===== src/rtl/keypad_scanner.sv =====
// Key-matrix scanner: column strobing, 2-flop row sync, frame-level debounce FSM
// and a small key-code FIFO that drives the 8-bit keypad byte ({valid,3'b000,code}).
module keypad_scanner #(
  parameter int ROWS           = 4,
  parameter int COLS           = 4,
  parameter int SCAN_DIV       = 1000,
  parameter int DEBOUNCE_SCANS = 4,
  parameter int FIFO_DEPTH     = 4
) (
  input  logic            clk,
  input  logic            reset,
  input  logic [ROWS-1:0] row_in,
  output logic [COLS-1:0] col_out,
  input  logic            key_ack,
  output logic [7:0]      keypad,
  output logic            overflow
);

  localparam int DIV_W = $clog2(SCAN_DIV);
  localparam int COL_W = (COLS > 1) ? $clog2(COLS) : 1;
  localparam int CNT_W = $clog2(DEBOUNCE_SCANS + 1);
  localparam int AW    = $clog2(FIFO_DEPTH);
  localparam int PW    = AW + 1;
  localparam logic [DIV_W-1:0] DIV_LAST = DIV_W'(SCAN_DIV - 1);
  localparam logic [COL_W-1:0] COL_LAST = COL_W'(COLS - 1);
  localparam logic [CNT_W-1:0] DS_C     = CNT_W'(DEBOUNCE_SCANS);

  typedef enum logic [1:0] {S_IDLE, S_PRESS_CHK, S_HELD, S_REL_CHK} state_t;

  logic [ROWS-1:0]  row_meta_q, row_sync_q;
  logic [DIV_W-1:0] div_q, div_d;
  logic [COL_W-1:0] col_idx_q, col_idx_d;
  logic [COLS-1:0]  col_out_q, col_out_d;
  logic             best_vld_q, best_vld_d;
  logic [3:0]       best_code_q, best_code_d;
  logic             tc_s, frame_end_s, col_hit_s, frame_vld_s;
  logic [3:0]       col_code_s, frame_code_s;
  state_t           state_q, state_d;
  logic [3:0]       cand_q, cand_d;
  logic [CNT_W-1:0] cnt_q, cnt_d, cnt_inc_s;
  logic             push_q, push_d;
  logic [3:0]       push_code_q, push_code_d;
  logic [3:0]       mem_q [FIFO_DEPTH];
  logic [PW-1:0]    wptr_q, wptr_d, rptr_q, rptr_d, count_s;
  logic             empty_s, full_s, pop_s, do_push_s;
  logic [3:0]       head_s;
  logic [7:0]       keypad_q, keypad_d;
  logic             overflow_q, overflow_d;

  // Two-flop synchronizer for the asynchronous row lines
  always_ff @(posedge clk or negedge reset) begin
    if (!reset) begin
      row_meta_q <= '1;
      row_sync_q <= '1;
    end else begin
      row_meta_q <= row_in;
      row_sync_q <= row_meta_q;
    end
  end

  // Divider, column strobe and per-frame lowest-code accumulation
  always_comb begin
    tc_s        = (div_q == DIV_LAST);
    frame_end_s = tc_s && (col_idx_q == COL_LAST);
    div_d       = tc_s ? '0 : div_q + DIV_W'(1);
    col_idx_d   = col_idx_q;
    if (tc_s) begin
      col_idx_d = (col_idx_q == COL_LAST) ? '0 : col_idx_q + COL_W'(1);
    end else begin
      col_idx_d = col_idx_q;
    end
    for (int c = 0; c < COLS; c++) begin
      col_out_d[c] = (col_idx_d != COL_W'(c));
    end
    // Walk rows high-to-low so the lowest pressed row wins in this column
    col_hit_s  = 1'b0;
    col_code_s = 4'h0;
    for (int r = ROWS - 1; r >= 0; r--) begin
      if (!row_sync_q[r]) begin
        col_hit_s  = 1'b1;
        col_code_s = 4'(r * COLS) + 4'(col_idx_q);
      end else begin
        col_hit_s  = col_hit_s;
      end
    end
    if (col_hit_s && (!best_vld_q || (col_code_s < best_code_q))) begin
      frame_vld_s  = 1'b1;
      frame_code_s = col_code_s;
    end else begin
      frame_vld_s  = best_vld_q;
      frame_code_s = best_code_q;
    end
    best_vld_d  = best_vld_q;
    best_code_d = best_code_q;
    if (frame_end_s) begin
      best_vld_d  = 1'b0;
      best_code_d = 4'h0;
    end else if (tc_s) begin
      best_vld_d  = frame_vld_s;
      best_code_d = frame_code_s;
    end else begin
      best_vld_d  = best_vld_q;
    end
  end

  // Scan state registers
  always_ff @(posedge clk or negedge reset) begin
    if (!reset) begin
      div_q       <= '0;
      col_idx_q   <= '0;
      col_out_q   <= {{(COLS-1){1'b1}}, 1'b0};
      best_vld_q  <= 1'b0;
      best_code_q <= 4'h0;
    end else begin
      div_q       <= div_d;
      col_idx_q   <= col_idx_d;
      col_out_q   <= col_out_d;
      best_vld_q  <= best_vld_d;
      best_code_q <= best_code_d;
    end
  end

  // Debounce FSM, stepped once per completed frame
  always_comb begin
    state_d     = state_q;
    cand_d      = cand_q;
    cnt_d       = cnt_q;
    push_d      = 1'b0;
    push_code_d = push_code_q;
    cnt_inc_s   = cnt_q + CNT_W'(1);
    if (frame_end_s) begin
      case (state_q)
        S_IDLE: begin
          if (frame_vld_s) begin
            cand_d = frame_code_s;
            cnt_d  = CNT_W'(1);
            if (DEBOUNCE_SCANS == 1) begin
              push_d      = 1'b1;
              push_code_d = frame_code_s;
              state_d     = S_HELD;
            end else begin
              state_d = S_PRESS_CHK;
            end
          end else begin
            state_d = S_IDLE;
          end
        end
        S_PRESS_CHK: begin
          if (!frame_vld_s) begin
            state_d = S_IDLE;
          end else if (frame_code_s == cand_q) begin
            cnt_d = cnt_inc_s;
            if (cnt_inc_s == DS_C) begin
              push_d      = 1'b1;
              push_code_d = cand_q;
              state_d     = S_HELD;
            end else begin
              state_d = S_PRESS_CHK;
            end
          end else begin
            cand_d = frame_code_s;
            cnt_d  = CNT_W'(1);
          end
        end
        S_HELD: begin
          if (frame_vld_s && (frame_code_s == cand_q)) begin
            state_d = S_HELD;
          end else if (DEBOUNCE_SCANS == 1) begin
            state_d = S_IDLE;
          end else begin
            cnt_d   = CNT_W'(1);
            state_d = S_REL_CHK;
          end
        end
        S_REL_CHK: begin
          if (frame_vld_s && (frame_code_s == cand_q)) begin
            state_d = S_HELD;
          end else if (cnt_inc_s == DS_C) begin
            state_d = S_IDLE;
          end else begin
            cnt_d = cnt_inc_s;
          end
        end
        default: state_d = S_IDLE;
      endcase
    end else begin
      state_d = state_q;
    end
  end

  // Debounce state registers; the push is registered and consumed by the FIFO next cycle
  always_ff @(posedge clk or negedge reset) begin
    if (!reset) begin
      state_q     <= S_IDLE;
      cand_q      <= 4'h0;
      cnt_q       <= '0;
      push_q      <= 1'b0;
      push_code_q <= 4'h0;
    end else begin
      state_q     <= state_d;
      cand_q      <= cand_d;
      cnt_q       <= cnt_d;
      push_q      <= push_d;
      push_code_q <= push_code_d;
    end
  end

  // FIFO control; a pop frees room for a coincident push even when full
  always_comb begin
    count_s   = wptr_q - rptr_q;
    empty_s   = (count_s == '0);
    full_s    = (count_s == PW'(FIFO_DEPTH));
    pop_s     = key_ack && !empty_s;
    do_push_s = push_q && (!full_s || pop_s);
    wptr_d    = do_push_s ? wptr_q + PW'(1) : wptr_q;
    rptr_d    = pop_s ? rptr_q + PW'(1) : rptr_q;
    if (do_push_s && (rptr_d == wptr_q)) begin
      head_s = push_code_q;
    end else begin
      head_s = mem_q[rptr_d[AW-1:0]];
    end
    keypad_d = (wptr_d != rptr_d) ? {1'b1, 3'b000, head_s} : 8'h00;
    if (push_q && full_s && !pop_s) begin
      overflow_d = 1'b1;
    end else if (pop_s && (count_s == PW'(1)) && !do_push_s) begin
      overflow_d = 1'b0;
    end else begin
      overflow_d = overflow_q;
    end
  end

  // FIFO storage, pointers and registered outputs
  always_ff @(posedge clk or negedge reset) begin
    if (!reset) begin
      for (int i = 0; i < FIFO_DEPTH; i++) begin
        mem_q[i] <= 4'h0;
      end
      wptr_q     <= '0;
      rptr_q     <= '0;
      keypad_q   <= 8'h00;
      overflow_q <= 1'b0;
    end else begin
      if (do_push_s) begin
        mem_q[wptr_q[AW-1:0]] <= push_code_q;
      end
      wptr_q     <= wptr_d;
      rptr_q     <= rptr_d;
      keypad_q   <= keypad_d;
      overflow_q <= overflow_d;
    end
  end

  assign col_out  = col_out_q;
  assign keypad   = keypad_q;
  assign overflow = overflow_q;

endmodule


===== config.mk =====
export PLATFORM = sky130hd
export DESIGN_NAME = keypad_scanner
export DESIGN_NICKNAME = d
export VERILOG_FILES = /design/src/rtl/keypad_scanner.sv
export SDC_FILE = /design/constraint.sdc
export NUM_CORES = 1
export LEC_CHECK = 0
export BUFFER_PORTS_ARGS = -buffer_cell sky130_fd_sc_hd__buf_2
export CAP_MARGIN = 10
export CORE_MARGIN = 5
export CORE_UTILIZATION = 35
export CTS_BUF_LIST = sky130_fd_sc_hd__clkbuf_16
export CTS_CLUSTER_SIZE = 12
export DETAILED_ROUTE_END_ITERATION = 8
export GPL_TIMING_DRIVEN = 0
export SLEW_MARGIN = 10
export SYNTH_ARGS = -nofsm -noshare
export SYNTH_HDL_FRONTEND = slang
export SYNTH_SLANG_ARGS = --single-unit
export TNS_END_PERCENT = 50

===== constraint.sdc =====
create_clock -name clk -period 10.23 [get_ports clk]
set_input_delay 1.023 -clock clk [delete_from_list [all_inputs] [get_ports clk]]
set_output_delay 1.023 -clock clk [all_outputs]
set_load 0.05 [all_outputs]

Yosys cells after proc, flatten, opt, wreduce, memory -nomap -nowiden
Cells that the tools add are included.

Register bits after elaboration: 74. Word-level logic and storage cells: 138.

$add $sub $neg: 9. Magnitude comparators: 4. Equal/unequal tests: 22. Multiplexer cells: 53. Bitwise gates (word level): 2. Reductions and logical operators: 28.

Operator list (count): $mux W4 (14); $mux W3 (8); $bwmux W16 (1); $mux W1 (16); $ne A2 B2 Y1 const B (8); $mux W2 (7); $pmux W3 S4 (1); $logic_and A1 B1 Y1 (11); $add A10 B1 Y10 const B (1); $eq A10 B10 Y1 const B (1); $mux W10 (1); $reduce_and A5 Y1 (2); $add A3 B1 Y3 const B (3); $bmux W4 S2 (1); $demux W4 S2 (1); $mux W8 (1); $pmux W2 S4 (1); $pmux W4 S2 (1); $reduce_bool A2 Y1 (4); $eq A2 B2 Y1 const B (3); $eq A3 B3 Y1 const B (2); $ge A3 B3 Y1 const B (2); $ne A3 B3 Y1 const B (2); $not A2 Y3 (2); 19 further kinds (24).

Depth between registers and ports, before layout
Gate-level depths: netlist of the first run.

Word-level depth: 14. Depth in mapped cells: 11.

Least setup slack after synthesis of the first run
No wires, ideal clock.

Kind: flip-flop to flip-flop. Start point: register row_sync_q[2]. End point: register cnt_q[0]. Setup time: 0.125 ns. Arrival time: 3.119 ns. Setup slack: 6.986 ns. Stages on the path, launching flop included: 11. Buffers on the path: 0. Clock period less this slack: 3.244 ns. Cell sequence: dfstp_2 nand4_1 and2_1 ha_1 nand3_1 a311oi_1 or3_4 a31o_1 a2111oi_4 a311oi_4 mux2_4.

Cells in the longest elaborated chain, start to end: 11. Elaborated cells on any way between the ends: 21.

RTL lines: start: declaration (RTL line 30) `logic [ROWS-1:0] row_meta_q, row_sync_q;`; start signal: assignment (RTL line 57) `row_sync_q <= row_meta_q;`; $mux W4 (3 in series) (RTL line 79) `if (!row_sync_q[r]) begin`; $lt A4 B4 Y1 (RTL line 86) `if (col_hit_s && (!best_vld_q || (col_code_s < best_code_q))) begin`; $logic_or A1 B1 Y1 (RTL line 86); $logic_and A1 B1 Y1 (RTL line 86); $mux W4 (RTL line 86); $eq A4 B4 Y1 (RTL line 151, 166, 176); $mux W3 / $logic_and A1 B1 Y1 (equally long branches) (RTL line 151, 166, 176); $mux W3 / $ne A2 B2 Y1 (equally long branches); $pmux W3 S4 / $reduce_and A6 Y1 (equally long branches); end signal: assignment (RTL line 202) `cnt_q <= cnt_d;`; end: declaration (RTL line 40) `logic [CNT_W-1:0] cnt_q, cnt_d, cnt_inc_s;`.

Parallel ways exist; a longest one is shown, timed or not. The select of a mux whose other input is x is not followed. A chain may end at the register's enable or synchronous reset.

Worst setup path in the final report of the first run
Start point: register row_sync_q[2]. End point: register cand_q[3].

Cells in the longest elaborated chain, start to end: 10. Elaborated cells on any way between the ends: 20.

RTL lines: $mux W4 (3 in series) (RTL line 79); $lt A4 B4 Y1 (RTL line 86); $logic_or A1 B1 Y1 (RTL line 86); $logic_and A1 B1 Y1 (RTL line 86); $mux W4 (RTL line 86); $eq A4 B4 Y1 / $mux W4 (equally long branches) (RTL line 151) `end else if (frame_code_s == cand_q) begin`; $ne A2 B2 Y1 (no source line) / $mux W4 (equally long branches); $reduce_and A5 Y1 (no source line) / $pmux W4 S2 (equally long branches); end signal: assignment (RTL line 201) `cand_q <= cand_d;`; end: declaration (RTL line 39) `logic [3:0] cand_q, cand_d;`.

Parallel ways exist; a longest one is shown, timed or not. The select of a mux whose other input is x is not followed.

==> impl_metrics.toml, run 1 <==
[outcome]
outcome = "finished clean"

[synthesis]
synth.cell_area_mm2 = 0.00359
yosysTopAreaCell = "dfrtp_1"
netlist_instances = 313
yosysUniqueCellTypes = 59
synth_edf_count = 0
yosysSeqAreaShare_pct = 49.8
synthArstFlopShare_pct = 100
synth_warnings = 0
ys_dominant_reg_cell = "dfrtp_1"
synthTopCellsByArea = "dfrtp_1, dfstp_2, mux2_2"
synth.avg_cell_area_um2 = 11.5
synth-seq-cells = 71
yosys.area.top_type_share_pct = 41.8

[route]
drc = 0
drt_iter0_drc = 131
ant_nets = 0
vias_per_cell = 4.91
drtPass1Iterations = 4
avgRoutedWirePerCell_um = 13.4
num_vias = 2378
routed_wl_um = 6490

[power_and_ir_drop]
pwr-share-comb_pct = 21.3
p_per_area_mw_per_mm2 = 199
pwr-share-clk_pct = 42.3
switchingPower_mw = 0.236
internal-power_mw = 0.602
ir_worst_vdd_mv = 0.0891
power.share.sequential_pct = 36.5
p_leak_nw = 1.94
switching_share_pct = 28.2

[placed_design]
io_buffers = 16
hpwl_um = 4490
gp_congestion = 0.789
place_area_mm2 = 0.00388

[floorplan]
io_pins = 20
initial_core_util_pct = 35.3
die_area_mm2 = 0.0124
die_h_um = 111
coreArea_mm2 = 0.0102
die_w_um = 111
row_count = 37

[cts]
post_cts_buffers = 0
clk_pin_slew_ns = 0.06
cts_sinks = 71
ctsResizeCount = 0
clockBufferDepth = 2
cts_root_buffer = "clkbuf_16"
cts_hold_buf = 0
clk_latency_ns = 0.33
cts_max_level = 3
cts_tree = "yes"
numCtsBuffers = 9

[global_routing]
gr-usage-all-layers_pct = 11.4
grt_max_degree = 63
antenna_found_initial = 0
overflow = 0
grt_pass1_wl_um = 11500
grt_pass1_vias = 2384

[sta]
fin_crit_ns = 3.61
max_slew.worst_pin.slew_ns = 0.793
slew_headroom_pct = 47.2
slew_viol_final = 0
finalHoldViolations = 0
fin_setup_tns_ns = 0
period_share_pct = 35.3
fmax_mhz = 277
grt_setup_unrepaired = "false"
finalClockSkew_ns = 0.00572
setup_violations = 0

[critical_path]
cpPeakStageDelay_ns = 0.77
worstPathMaxFanout = 8
path_class = "reg2reg"
start_kind = "flip-flop"
crit_slowest_cell = "a2111oi_4"
cp_num_buf_inv = 0
cp.arrival_ns = 3.82
crit_family = "compound AO/OA/AOI/OAI gates"
crit_path_frequent_cell = "a2111oi_4"
worstPathRequired_ns = 10.44
end_kind = "flip-flop"
crit_chain = "nand4_1, and2_1, ha_1, nand3_1, a311oi_1, or3_4, a31o_1, a2111oi_4, a2111oi_4, mux2_1"

[cells_and_area]
seq_area_mm2 = 0.00179
final_core_util_pct = 41.4
multi_input_area_mm2 = 0.00169
fillers = 1031
antenna_cells = 0
drive_above_1_share_pct = 22.4
finalInstanceArea_mm2 = 0.00422
finalNetCount = 364
syn_to_final_growth_pct = 17.4

[run]
drv_cap = 0

[worst_hold_path]
hp-class = "reg2reg"
-- final cells by class --
class	count	area share [%]
plain buffers	11	1.33
repair buffers	17	2.61
multi-input cells	217	40.2
flip-flops and latches	71	42.5
clock buffers	9	5.34
clock inverters	7	2.64
inverters	16	1.42
well taps	136	4.03
-- sequential cells by signal, summed over array words and instances (netlist names), 4 cells and up --
| register | cells |
|---|---|
| cand_q | 4 |
| col_out | 4 |
| mem_q | 16 |
| keypad | 5 |
| row_meta_q | 4 |
| row_sync_q | 4 |
| best_code_q | 4 |
| div_q | 10 |
| push_code_q | 4 |
-- logic make-up (layout without fill, tap and decap cells) --
family	Yosys count	count (layout)	synth area share (%)
AND/OR/NAND/NOR	95	95	14.7
flip-flops	71	71	49.8
AO/OA/AOI/OAI	53	53	11.6
multiplexers	36	36	11.2
buffers and inverters	27	60	3.24
XOR/XNOR	16	16	4.28
adder cells (fa/ha/maj)	14	14	5.08
other	1	3	0.104
-- worst reg2reg max path, stage by stage, from the launching register on --
cell and delay, ns:
dfstp_2 0.54, nand4_1 0.22, and2_1 0.25, ha_1 0.27, nand3_1 0.13, a311oi_1 0.08
or3_4 0.39, a31o_1 0.26, a2111oi_4 0.77, a2111oi_4 0.22, mux2_1 0.36
-- layout by cell type, fill, tap and decap left out, types with 6 or more instances in the layout --
master	synthesis	layout
mux2_1	11	11
dfstp_2	11	11
xor2_1	7	7
mux2_2	15	15
ha_1	13	13
nand2_1	29	29
mux2i_1	8	8
o21ai_0	6	6
nand4b_1	6	6
inv_1	14	14
nand3_1	10	10
xnor2_1	8	8
dfrtp_1	60	60
nor2b_1	7	7
clkbuf_16	0	9
nor2_1	12	12
a21oi_1	12	12
buf_2	2	17
-- final timing paths --
| kind | from | endpoint | slack, ns | cells after the start |
|---|---|---|---|---|
| setup / recovery | row_sync_q[2] | cand_q[3] | 6.62 | 10 |
| hold / removal | row_meta_q[2] | row_sync_q[2] | 0.35 | 0 |
| setup reg to reg | row_sync_q[2] | cand_q[3] | 6.62 | 10 |
| hold reg to reg | row_meta_q[2] | row_sync_q[2] | 0.35 | 0 |
| max in group asynchronous | reset | col_out[2] | 9.13 | 2 |
| min in group asynchronous | reset | wptr_q[1] | 0.52 | 1 |
-- synthesized netlist by cell type, drive strengths merged (2+ instances only) --
library cell / n
a2111oi: 2
a211o: 4
a211oi: 5
a21oi: 12
a22o: 5
a311oi: 2
a31o: 2
and2: 5
and3: 5
buf: 6
clkbuf: 5
dfrtp: 60
dfstp: 11
ha: 13
inv: 16
mux2: 27
mux2i: 9
nand2: 29
nand2b: 3
nand3: 11
nand4: 3
nand4b: 6
nor2: 12
nor2b: 8
nor3: 4
nor4: 2
o211ai: 3
o21ai: 9
o22ai: 3
o31a: 2
or3: 4
xnor2: 8
xor2: 7
-- layer usage --
metal	wire length (µm)	up-vias	GRT usage [%]	share of wire [%]
li1	-	1176	-	-
met1	2990	1158	14.2	46
met2	3150	34	18.7	48
met3	261	10	4.09	4.0
met4	93	0	3.57	1.4
met5	0	-	0	0
-- power by group through the flow --
stage	registers, mW	clock network (mW)	logic, mW
after floorplan	0.333	0	0.118
after global placement	0.310	0	0.177
after detailed placement	0.310	0	0.179
after CTS	0.306	0.364	0.180
after global routing	0.307	0.377	0.197
final	0.306	0.354	0.178
-- metrics by stage --
stage	setup slack, ns	cells	hold WS [ns]	total power, mW
global placement	6.66	467	0.345	0.487
floorplan	6.99	315	0.345	0.451
global route	6.36	484	0.357	0.881
finish	6.62	484	0.348	0.838
detailed placement	6.64	468	0.347	0.490
CTS	6.63	484	0.355	0.850
Note: power is estimated with default switching activity, not from simulation.
==> run 2: changes to the inputs <==
- clock period: 10.23 -> 3 ns (I/O delays scaled with it)
==> impl_metrics.toml, run 2 (synthesis gave the netlist of run 1 again) <==
[sta]
slew_headroom_pct = 57.0
max_slew.worst_pin.slew_ns = 0.639
slew_viol_final = 0
fin_setup_tns_ns = -1.73
period_share_pct = 105
fmax_mhz = 317
fin_crit_ns = 3.16
finalHoldViolations = 0
hold_slack_ns = 0.0710
grt_setup_unrepaired = "true"
setup_violations = 13
finalClockSkew_ns = 0.0113
setup_ws_ns = -0.158

[global_routing]
grt_pass1_wl_um = 12600
antenna_found_initial = 0
grt_pass1_vias = 2654
overflow = 0
gr-usage-all-layers_pct = 12.3
grt_max_degree = 51

[route]
ant_nets = 0
vias_per_cell = 5.03
drtPass1Iterations = 4
drt_iter0_drc = 126
routed_wl_um = 7240
num_vias = 2557
avgRoutedWirePerCell_um = 14.3
drc = 0

[floorplan]
coreArea_mm2 = 0.0102
die_h_um = 111
initial_core_util_pct = 35.3
row_count = 37
die_w_um = 111
io_pins = 20
die_area_mm2 = 0.0124

[power_and_ir_drop]
switchingPower_mw = 0.845
total_power_mw = 2.91
p_leak_nw = 2.11
switching_share_pct = 29.0
pwr-share-clk_pct = 38.1
p_per_area_mw_per_mm2 = 636
power.share.sequential_pct = 35.9
internal-power_mw = 2.07
pwr-share-comb_pct = 26.0
ir_worst_vdd_mv = 0.324

[cts]
cts_root_buffer = "clkbuf_16"
cts_tree = "yes"
cts_max_level = 3
clk_latency_ns = 0.32
numCtsBuffers = 9
clk_pin_slew_ns = 0.06
cts_sinks = 71
clockBufferDepth = 2

[cells_and_area]
drive_above_1_share_pct = 34.1
final_core_util_pct = 44.9
layout_common_cells = "dfrtp_1, nand2_1, buf_4, inv_1, buf_2"
largest_reg_flops = 16
syn_to_final_growth_pct = 27.4
finalNetCount = 388
antenna_cells = 0
final_common_cell = "dfrtp_1"
finalInstanceArea_mm2 = 0.00458
regMostFlops = "mem_q"

[critical_path]
path_class = "reg2reg"
rr_startpoint = "row_sync_q[2]"
startpoint = "row_sync_q[2]"
start_kind = "flip-flop"
end_kind = "flip-flop"
r2r_slack_ns = -0.16
worstPathMaxFanout = 5
r2r_end = "push_code_q[3]"
r2r_cells = 14
worstPathRequired_ns = 3.20
crit_end = "push_code_q[3]"
cp.arrival_ns = 3.36

[outcome]
failed_checks = "setup timing"
outcome = "finished, violations left"

[run]
drv_cap = 0

[placed_design]
gp_congestion = 0.768
io_buffers = 16
place_area_mm2 = 0.00391
hpwl_um = 4680

[worst_hold_path]
hp-class = "in2reg"
-- run 2: changes by cell type in the layout (fill, tap and decap cells not counted), moves of 3 or more --
cell	delta
mux2_4	+4
mux2_1	-4
and2_1	-3
ha_1	-3
nand3_2	+3
nand3_1	-4
buf_6	+4
ha_4	+3
buf_4	+21
and2_4	+3
-- run 2: worst max-delay path, cell delays in order, from the launching register on --
cell,delay [ns]
dfstp_2,0.56
nand2_2,0.06
and2_4,0.17
ha_4,0.31
nand3_2,0.13
a21o_1,0.25
buf_4,0.15
buf_4,0.15
nand4b_1,0.11
nand3_2,0.12
a2111oi_4,0.34
buf_6,0.17
buf_6,0.10
nand3_4,0.10
mux2_4,0.32
-- run 2: per-stage QoR --
step	setup slack [ns]	cells
final	-0.158	508
after global routing	-0.254	508
after floorplan	-0.185	315
after CTS	-0.105	506
after detailed placement	-0.563	468
after global placement	-0.527	467
-- run 2: cell type report --
class                   count  area [µm²]
fillers                   938        5610
multi-input cells         217        1870
flip-flops and latches     71        1790
repair buffers             42         312
clock buffers               9         225
well taps                 136         170
clock inverters             7        91.3
plain buffers              10        62.6
inverters                  16        60.1
-- run 2: worst min path at each step --
stage	from	to	slack (ns)	depth (start not counted)
after floorplan	reset	best_code_q[0]	0.004	0
after global placement	row_meta_q[3]	row_sync_q[3]	0.35	0
after detailed placement	reset	col_out[0]	0.21	1
after CTS	row_in[1]	row_meta_q[1]	0.05	1
after global routing	row_in[1]	row_meta_q[1]	0.06	1
final	row_in[1]	row_meta_q[1]	0.07	1
-- run 2: per-layer routing --
metal	track usage, %	routed length (µm)
met4	5.11	119
met3	3.22	313
met5	0	0
met1	15.7	3310
met2	20.1	3500
-- run 2: power groups by stage --
stage	combinational [mW]	clock (mW)	sequential [mW]
floorplan	0.405	0	1.13
global placement	0.620	0	1.06
detailed placement	0.632	0	1.06
CTS	0.742	1.15	1.05
global route	0.813	1.18	1.05
finish	0.758	1.11	1.05
-- run 2: timing repair --
action,4_1_cts,5_1_grt
buffers inserted,22,4
hold buffers,1,0
endpoints found under the setup margin,19,19
pin swaps,18,16
gates resized for setup,24,8
hold endpoints to repair,10,0
==> run 3: changes to the inputs <==
- RECOVER_POWER: unset -> 25
==> impl_metrics.toml, run 3 (synthesis gave the netlist of run 1 again) <==
[cts]
cts_max_level = 3
cts_tree = "yes"
clockBufferDepth = 2
cts_root_buffer = "clkbuf_16"
clk_latency_ns = 0.33
cts_sinks = 71
numCtsBuffers = 9
clk_pin_slew_ns = 0.06

[power_and_ir_drop]
ir_worst_vdd_mv = 0.325
p_per_area_mw_per_mm2 = 639
p_leak_nw = 2.10

[worst_hold_path]
hp-class = "in2reg"
min_path_cells = 1

[cells_and_area]
syn_to_final_growth_pct = 26.6
multi_input_area_mm2 = 0.00187
fillers = 942
seq_area_mm2 = 0.00179
antenna_cells = 0
layout_common_cells = "dfrtp_1, nand2_1, buf_4, inv_1, buf_2"
fin_cells = 508
finalNetCount = 388
regMostFlops = "mem_q"
largest_reg_flops = 16
drive_above_1_share_pct = 33.9
final_common_cell = "dfrtp_1"

[sta]
fmax_mhz = 317
hold_slack_ns = 0.0698
grt_setup_unrepaired = "true"
finalClockSkew_ns = 0.0110
period_share_pct = 105
setup_ws_ns = -0.151
fin_setup_tns_ns = -1.64
fin_crit_ns = 3.15
finalHoldViolations = 0
setup_violations = 13
max_slew.worst_pin.slew_ns = 1.23
slew_headroom_pct = 18.1
slew_viol_final = 0

[route]
num_vias = 2554
vias_per_cell = 5.03
routed_wl_um = 7240
drtPass1Iterations = 4
ant_nets = 0
avgRoutedWirePerCell_um = 14.2
drc = 0
drt_iter0_drc = 121

[critical_path]
crit_chain = "nand2_2, and2_4, ha_4, nand3_2, a21o_1, buf_4, buf_4, nand4b_1, nand3_2, a2111oi_4, buf_6, buf_6, nand3_4, mux2_4"
worst-path-stages = 14
crit_slowest_cell = "dfstp_2"
worstPathMaxFanout = 5
cpPeakStageDelay_ns = 0.56
end_kind = "flip-flop"
start_kind = "flip-flop"
cp_num_buf_inv = 4
cp.arrival_ns = 3.35
path_class = "reg2reg"
r2r_slack_ns = -0.15
worstPathRequired_ns = 3.20
crit_family = "simple AND/OR/NAND/NOR gates"
r2r_cells = 14

[run]
drv_cap = 0

[placed_design]
hpwl_um = 4680
io_buffers = 16
dp.cells = 468
gp_congestion = 0.768
place_ws_ns = -0.563

[global_routing]
antenna_found_initial = 0
grt_max_degree = 51
grt_pass1_vias = 2654
grt_pass1_wl_um = 12600
gr-usage-all-layers_pct = 12.3
overflow = 0

[outcome]
outcome = "finished, violations left"
failed_checks = "setup timing"

[floorplan]
die_area_mm2 = 0.0124
die_w_um = 111
row_count = 37
initial_core_util_pct = 35.3
io_pins = 20
coreArea_mm2 = 0.0102
die_h_um = 111
[run 3: changes by cell type in the layout (fill, tap and decap cells not counted)]
cell,delta
buf_4,-1
buf_16,-1
clkbuf_1,+1
clkbuf_2,+1
[run 3: metrics by stage]
stage	instance area (µm²)	util, %	power [mW]
finish	4550	44.7	2.91
global route	4550	44.7	3.05
CTS	4530	44.5	2.93
detailed placement	3910	38.3	1.69
global placement	3870	38.0	1.68
floorplan	3620	-	1.54
[run 3: final timing paths]
path	to	from
max	push_code_q[3]	row_sync_q[2]
min	row_meta_q[1]	row_in[1]
max reg2reg	push_code_q[3]	row_sync_q[2]
min reg2reg	row_sync_q[2]	row_meta_q[2]
max in group asynchronous	wptr_q[0]	reset
min in group asynchronous	col_out[0]	reset
[run 3: where the power goes]
group,switching (mW),internal [mW],leakage (nW)
combinational,0.424,0.326,1.03
sequential,0.0302,1.02,0.915
clock,0.391,0.722,0.154
total,0.845,2.06,2.10
[run 3: layout make-up]
type | instances | share of cell area (%)
sequential | 71 | 39.3
inverter | 16 | 1.32
clock inverter | 7 | 2.01
timing repair buffer | 42 | 6.27
multi-input combinational | 217 | 41.0
tap | 136 | 3.74
buffer | 10 | 1.37
clock buffer | 9 | 4.95
[run 3: metal layers]
layer	vias to the layer above	routed length [µm]	GRT usage (%)
li1	1222	-	-
met1	1248	3330	15.7
met2	63	3470	20.1
met3	21	272	3.22
met4	0	160	5.11
met5	-	0	0
[run 3: repair_timing]
item / in CTS / in global routing
setup endpoints to repair: 19 / 19
gates resized for setup: 24 / 8
hold buffers: 1 / 0
hold endpoints to repair: 10 / 0
setup buffers: 22 / 4
pin swaps: 18 / 16
